**config.mk**
```make
export PLATFORM = sky130hd
export DESIGN_NAME = bus_trace_tx
export DESIGN_NICKNAME = d
export VERILOG_FILES = /design/src/rtl/bus_trace_tx.sv
export SDC_FILE = /design/constraint.sdc
export NUM_CORES = 1
export LEC_CHECK = 0
export CORE_MARGIN = 2
export CORE_UTILIZATION = 49
export DETAILED_ROUTE_END_ITERATION = 6
export PLACE_DENSITY = 0.74
export SLEW_MARGIN = 20
export SYNTH_ARGS = -nofsm -noshare
export SYNTH_HDL_FRONTEND = slang
export SYNTH_SLANG_ARGS = --single-unit
```
**constraint.sdc**
```tcl
create_clock -name clk -period 2.9 [get_ports clk]
set_input_delay 0.435 -clock clk [delete_from_list [all_inputs] [get_ports clk]]
set_output_delay 0.435 -clock clk [all_outputs]
set_load 0.01 [all_outputs]
```
**src/rtl/bus_trace_tx.sv**
```systemverilog
// Bus trace transmitter: snoops bus-driver cycles into 16-bit records, buffers them
// in a small FIFO and ships each one as a UART-style frame (start, 16 bits LSB first, stop).
//
// state   | meaning
// S_IDLE  | line high; pops the FIFO head into the shift register when non-empty
// S_START | start bit (low) for CLKS_PER_BIT cycles
// S_DATA  | 16 record bits, LSB first, CLKS_PER_BIT cycles each
// S_STOP  | stop bit (high) for CLKS_PER_BIT cycles
module bus_trace_tx #(
    parameter int CLKS_PER_BIT = 16,
    parameter int DEPTH        = 4
) (
    input  logic        clk,
    input  logic        reset,
    input  logic [10:0] ctrl,
    input  logic [7:0]  bus,
    output logic        tx,
    output logic        busy,
    output logic        overflow
);

    localparam int AW = $clog2(DEPTH);
    localparam logic [AW:0] FULL   = DEPTH[AW:0];
    localparam logic [15:0] CPB_M1 = 16'(CLKS_PER_BIT - 1);

    localparam logic [1:0] S_IDLE  = 2'd0;
    localparam logic [1:0] S_START = 2'd1;
    localparam logic [1:0] S_DATA  = 2'd2;
    localparam logic [1:0] S_STOP  = 2'd3;

    logic [1:0]    state;
    logic [15:0]   clk_cnt;
    logic [3:0]    bit_cnt;
    logic [15:0]   shreg;

    logic [15:0]   mem [DEPTH];
    logic [AW-1:0] wr_ptr;
    logic [AW-1:0] rd_ptr;
    logic [AW:0]   count;
    logic          drop_pend;

    logic          capture;
    logic          multi_drv;
    logic [1:0]    src;
    logic [15:0]   record;
    logic          pop;
    logic          push;
    logic          drop;

    // ALU mode bits are not part of the record.
    logic          unused_alu_mode;
    assign unused_alu_mode = ^ctrl[10:7];

    assign capture   = ctrl[6] | ctrl[2] | ctrl[0];
    assign multi_drv = (ctrl[6] & ctrl[2]) | (ctrl[6] & ctrl[0]) | (ctrl[2] & ctrl[0]);

    always_comb begin
        src = 2'b00;
        if (!multi_drv) begin
            if (ctrl[6])
                src = 2'b01;
            else if (ctrl[2])
                src = 2'b10;
            else if (ctrl[0])
                src = 2'b11;
        end
    end

    assign record = {src, ctrl[5], ctrl[4], ctrl[3], ctrl[1], drop_pend, 1'b0, bus};

    assign pop  = (state == S_IDLE) && (count != '0);
    assign push = capture && ((count != FULL) || pop);
    assign drop = capture && !push;

    always_ff @(posedge clk) begin
        if (push)
            mem[wr_ptr] <= record;
    end

    always_ff @(posedge clk or posedge reset) begin
        if (reset) begin
            wr_ptr    <= '0;
            rd_ptr    <= '0;
            count     <= '0;
            drop_pend <= 1'b0;
            overflow  <= 1'b0;
        end else begin
            if (push) begin
                wr_ptr    <= wr_ptr + 1'b1;
                drop_pend <= 1'b0;
            end
            if (drop) begin
                drop_pend <= 1'b1;
                overflow  <= 1'b1;
            end
            if (pop)
                rd_ptr <= rd_ptr + 1'b1;
            case ({push, pop})
                2'b10:   count <= count + 1'b1;
                2'b01:   count <= count - 1'b1;
                default: count <= count;
            endcase
        end
    end

    always_ff @(posedge clk or posedge reset) begin
        if (reset) begin
            state   <= S_IDLE;
            clk_cnt <= '0;
            bit_cnt <= '0;
            shreg   <= '0;
        end else begin
            case (state)
                S_IDLE: begin
                    if (pop) begin
                        shreg   <= mem[rd_ptr];
                        clk_cnt <= CPB_M1;
                        state   <= S_START;
                    end
                end
                S_START: begin
                    if (clk_cnt == '0) begin
                        clk_cnt <= CPB_M1;
                        bit_cnt <= 4'd15;
                        state   <= S_DATA;
                    end else begin
                        clk_cnt <= clk_cnt - 1'b1;
                    end
                end
                S_DATA: begin
                    if (clk_cnt == '0) begin
                        clk_cnt <= CPB_M1;
                        shreg   <= {1'b0, shreg[15:1]};
                        if (bit_cnt == '0)
                            state <= S_STOP;
                        else
                            bit_cnt <= bit_cnt - 1'b1;
                    end else begin
                        clk_cnt <= clk_cnt - 1'b1;
                    end
                end
                default: begin
                    if (clk_cnt == '0)
                        state <= S_IDLE;
                    else
                        clk_cnt <= clk_cnt - 1'b1;
                end
            endcase
        end
    end

    always_comb begin
        case (state)
            S_START: tx = 1'b0;
            S_DATA:  tx = shreg[0];
            default: tx = 1'b1;
        endcase
    end

    assign busy = (state != S_IDLE) || (count != '0);

endmodule

```
==> results of run 1 <==
-- critical path: stages, from the launching register on --
cell and delay (ps):
dfrtp_1 420, inv_1 80, ha_1 270, nor4b_2 190, buf_4 160, inv_2 220, clkdlybuf4s50_1 590
-- final cells by class --
type | instances | area, um^2 | area share
Inverter | 15 | 56.3 | 0.0104
Tap cell | 133 | 166 | 0.0308
Sequential cell | 107 | 2980 | 0.550
Clock buffer | 9 | 124 | 0.0229
Timing Repair Buffer | 25 | 235 | 0.0435
Multi-Input combinational cell | 221 | 1780 | 0.329
Clock inverter | 7 | 68.8 | 0.0127
-- worst max-delay path by stage --
| stage | from | endpoint | slack (ps) |
|---|---|---|---|
| after floorplan | clk_cnt[0] | state[1] | 930 |
| after global placement | ctrl[0] | mem[2][3] | 310 |
| after detailed placement | ctrl[0] | mem[3][3] | 230 |
| after CTS | state[0] | busy | 130 |
| after global routing | state[0] | busy | 40 |
| final | state[0] | busy | 170 |
-- state kept, by name, indices dropped and copies added (netlist names) --
| name | flops |
|---|---|
| wr_ptr | 2 |
| count | 3 |
| drop_pend | 1 |
| rd_ptr | 2 |
| overflow | 1 |
| shreg | 16 |
| clk_cnt | 16 |
| state | 2 |
| bit_cnt | 4 |
| mem | 60 |
-- cells by family after synthesis --
group	share of synthesized area
AO/OA/AOI/OAI	0.0659
XOR/XNOR	0.0322
adder cells (fa/ha/maj)	0.0296
buffers and inverters	0.0279
flip-flops	0.608
multiplexers	0.106
AND/OR/NAND/NOR	0.130
-- power by group through the flow --
stage	clock, mW	combinational (mW)	sequential [mW]
final	0.890	2.50	2.62
after global routing	0.978	2.82	2.69
after CTS	0.910	2.54	2.63
after detailed placement	0	2.54	2.66
after global placement	0	2.45	2.62
after floorplan	0	2.09	2.51
-- through the flow --
step                      power (mW)  hold slack [ps]  cell area, um^2  setup WS [ps]
after floorplan                 4.60              477             4900            926
after global placement          5.07              453             5220            310
after detailed placement        5.20              458             5220            232
after CTS                       6.08              482             5410            128
after global routing            6.49              499             5410           37.1
final                           6.01              480             5410            165
-- Yosys cell counts, types with 3 or more instances --
cell	n	area (um^2)
a21oi_1	23	115
clkbuf_1	4	15.0
nand2_1	14	52.6
buf_2	7	35.0
xor2_1	4	35.0
dfrtp_1	47	1180
nand3_1	9	45.0
and2_1	5	31.3
nor3b_1	5	37.5
nor4_1	6	37.5
mux2i_1	17	170
nor2b_1	3	18.8
edfxtp_1	60	1800
mux4_2	15	338
nor4b_2	3	45.0
nor3_1	5	25.0
ha_1	10	125
nor2_1	39	146
inv_1	14	52.6
o21ai_0	10	50.1
xnor2_1	14	123
-- per-layer routing --
| layer | track usage | up-vias |
|---|---|---|
| met2 | 0.292 | 41 |
| met3 | 0.0401 | 9 |
| met1 | 0.201 | 1409 |
| met4 | 0.0502 | 0 |
| met5 | 0 | - |
| li1 | - | 1365 |
==> metrics.yaml, run 1 <==
outcome: "completed"
rsz0062_at_grt: "no"
ant_nets: 0
power_density_nw_per_um2: 1110
hold_end: "overflow"
clockPowerShare: 0.148
wl_um: 8220
hold_depth: 1
p_comb_frac: 0.416
vias_per_cell: 5.46
fin_util: 0.556
p_leak_nw: 2.02
fmax_mhz: 366
final_cells: 517
rows: 36
tns_ps: 0
switching_share: 0.380
nNetsFinal: 411
drive_above_1_share: 0.141
post_drt_wl_per_cell_um: 15.9
setup_viol: 0
drc_errors: 0
vias: 2824
fill_cells: 811
slew_viol_final: 0
drv_cap: 0
hold_violations: 0
firstDrtPassIters: 4
grt_pass1_wl_um: 14100
switching_power_mw: 2.28
top_signal_layer_used: "met4"
htree_levels: 3
diodes: 0
worstMarginPinSlew_ps: 816
num_io_pins: 24
wl_met2_um: 4260
cts_tree: "yes"
clock_path_buffers: 2
r2r_slack_ps: 520
p_int_mw: 3.72
syn-cell-area_um2: 4900
mostFrequentLayoutCell: "edfxtp_1"
wl_met1_um: 3540
syn_nets: 390
crit_type: "flop to output pin"
area_growth_pct: 10.5
rr_endpoint: "shreg[12]"
start_kind: "flop"
cp.required_ps: 2470
r2r_cells: 9
period_needed_ps: 2730
die_x_um: 104
synth_cell_type_count: 55
hp-start: "overflow"
clock_sinks: 107
seqPwrFrac: 0.436
cp.arrival_ps: 2300
seq_area_frac_synth: 0.608
cts_setup_buffers: 0
place.gp.congestion: 0.744
hpwl_um: 5430
ir_drop_v: 0.000479
yosysWarnings: 0
period_share: 0.943
initial_utilization: 0.503
synth_cells: 358
grt_max_degree: 48
cts_made_buffers: 9
dr_wl_met3_um: 312
cp-end-kind: "output pin"
synthFlopType: "edfxtp_1"
hold_buffers: 0
syn_area_per_cell_um2: 13.7
cts_resized: 0
synthArstFlopShare: 0.439
port_buffers: 19
fin_worst_skew_ps: 8.22
mostFrequentLayoutCells: "60 x edfxtp_1, 47 x dfrtp_1, 39 x nor2_1"
clock_latency_ps: 380
worst-path-max-fanout: 14
die-area_um2: 10800
clk_pin_slew_ps: 110
cts-root-buf: "clkbuf_8"
globalRouteOverflowTotal: 0
ys_ff_latch: 107
synth_edf_count: 60
dp_cells: 501
design.core.area_um2: 9730
gr-usage-all-layers: 0.165
r2r-start: "state[0]"
hp-class: "flop to flop"
relSlewSlack: 0.456
grt_pass1_vias: 2941
grt_antenna_before_repair: 0
drt_first_iter_violations: 86
chipHeight_um: 104
Power figures use the tool's default switching activity.
==> run 2: changes to the inputs <==
Settings changed: CORE_MARGIN 2 to 4.
==> run 2 against run 1 <==
Against the previous run: sequential cell count stayed put; via count is 1.2% higher; fmax is 0.95% lower; global-route usage fell by 0.75 points; largest cell class unchanged; non-clock buffer count unchanged; register-to-register slack got worse by 50 ps; cell count stayed put; hold slack better by 3.6 ps; worst setup slack lost 26 ps; combinational power hardly changed.
==> metrics.yaml, run 2 (same netlist as run 1, synthesis figures left out) <==
setup_viol: 0
chipHeight_um: 108
cts_resized: 0
cts_made_buffers: 9
fin_worst_skew_ps: 7.40
final_cells: 517
slew_viol_final: 0
dp_cells: 501
clock_latency_ps: 370
path_cells: "inv_1 > ha_1 > nor4b_2 > buf_4 > inv_2 > clkdlybuf4s50_1"
largest_reg_flops: 60
power_density_nw_per_um2: 1110
diodes: 0
tns_ps: 0
place_area_um2: 5220
num_io_pins: 24
cts_tree: "yes"
clk_pin_slew_ps: 100
cp.arrival_ps: 2330
die-area_um2: 11700
cp-end-kind: "output pin"
outcome: "completed"
clock_path_buffers: 2
crit_slowest_cell: "clkdlybuf4s50_1"
start_kind: "flop"
crit_type: "flop to output pin"
drive_above_1_share: 0.135
p_leak_nw: 2.00
firstDrtPassIters: 4
die_x_um: 108
drt_first_iter_violations: 100
cp.required_ps: 2470
grt_pass1_wl_um: 14300
rows: 36
mostFrequentLayoutCell: "edfxtp_1"
ant_nets: 0
clock_sinks: 107
drv_cap: 0
grt_max_degree: 48
max_stage_delay_ps: 600
grt_pass1_vias: 2935
p_int_mw: 3.72
ir_drop_v: 0.000469
fin_area_um2: 5400
vias: 2859
rsz0062_at_grt: "no"
wl_um: 8290
htree_levels: 3
clockPowerShare: 0.144
globalRouteOverflowTotal: 0
area_growth_pct: 10.3
period_share: 0.952
hold_buffers: 0
drc_errors: 0
post_drt_wl_per_cell_um: 16.0
switching_power_mw: 2.27
multi_input_area_um2: 1780
fmax_mhz: 362
ff_latch_area_um2: 2980
vias_per_cell: 5.53
worst-path-max-fanout: 14
mostFrequentLayoutCells: "60 x edfxtp_1, 47 x dfrtp_1, 39 x nor2_1"
port_buffers: 19
hpwl_um: 5410
p_comb_frac: 0.417
grt_antenna_before_repair: 0
seqPwrFrac: 0.438
design.core.area_um2: 9770
nNetsFinal: 411
worstMarginPinSlew_ps: 819
hold_violations: 0
period_needed_ps: 2760
relSlewSlack: 0.454
cts-root-buf: "clkbuf_8"
initial_utilization: 0.501
cts_setup_buffers: 0
switching_share: 0.379
hp-class: "flop to flop"
reg.largest.list: "mem x60, clk_cnt x16, shreg x16"
fill_cells: 803
place.gp.congestion: 0.810
gr-usage-all-layers: 0.158
top_register: "mem"
## run 2: cell count changes in the layout (fill, tap and decap cells not counted)
cell	before	now
clkinv_1	0	1
clkbuf_1	0	1
inv_8	3	1
inv_6	1	2
clkinvlp_4	0	1
clkinv_2	2	0
## run 2: worst max-delay path: cells and delay by family (launching register included)
kind          cells  cell delay (ps)
flops             1              420
simple gates      1              190
buf+inv           4             1050
fa+ha+maj         1              290
## run 2: stage by stage
| stage | setup slack [ps] | hold slack (ps) | utilization | total power, mW |
|---|---|---|---|---|
| after floorplan | 926 | 477 | - | 4.60 |
| after global placement | 297 | 459 | 0.534 | 5.07 |
| after detailed placement | 219 | 468 | 0.534 | 5.20 |
| after CTS | 116 | 490 | 0.553 | 6.06 |
| after global routing | 32.6 | 502 | 0.553 | 6.46 |
| final | 139 | 484 | 0.553 | 5.99 |
## run 2: power groups by stage
stage / registers, mW / logic [mW] / clock network [mW]
CTS: 2.63 / 2.54 / 0.882
global route: 2.69 / 2.81 / 0.950
detailed placement: 2.66 / 2.54 / 0
finish: 2.62 / 2.50 / 0.865
floorplan: 2.51 / 2.09 / 0
global placement: 2.62 / 2.45 / 0
## run 2: final cells by class
class,instances,area share
Sequential cell,107,0.551
Multi-Input combinational cell,221,0.330
Timing Repair Buffer,25,0.0435
Tap cell,133,0.0308
Clock buffer,10,0.0236
Clock inverter,6,0.0104
Inverter,15,0.0104
## run 2: worst paths after layout
kind	startpoint	end	slack, ps	cells past startpoint
worst max-delay path	state[0]	busy	140	6
worst min-delay path	overflow	overflow	480	1
worst max register to register	state[0]	mem[1][9]	470	5
worst min register to register	overflow	overflow	480	1
max in group asynchronous	reset	overflow	1930	3
min in group asynchronous	reset	shreg[2]	540	3
## run 2: per-layer routing
metal | global-route usage | wire [um] | up-vias
li1 | - | - | 1362
met1 | 0.202 | 3700 | 1444
met2 | 0.273 | 4190 | 43
met3 | 0.0340 | 301 | 10
met4 | 0.0433 | 99 | 0
met5 | 0 | 0 | -
==> run 3: changes to the inputs <==
Settings changed: SLEW_MARGIN 20 to default.
==> results of run 3 <==
No change in the layout: final DEF, timing and power equal those of run 2.
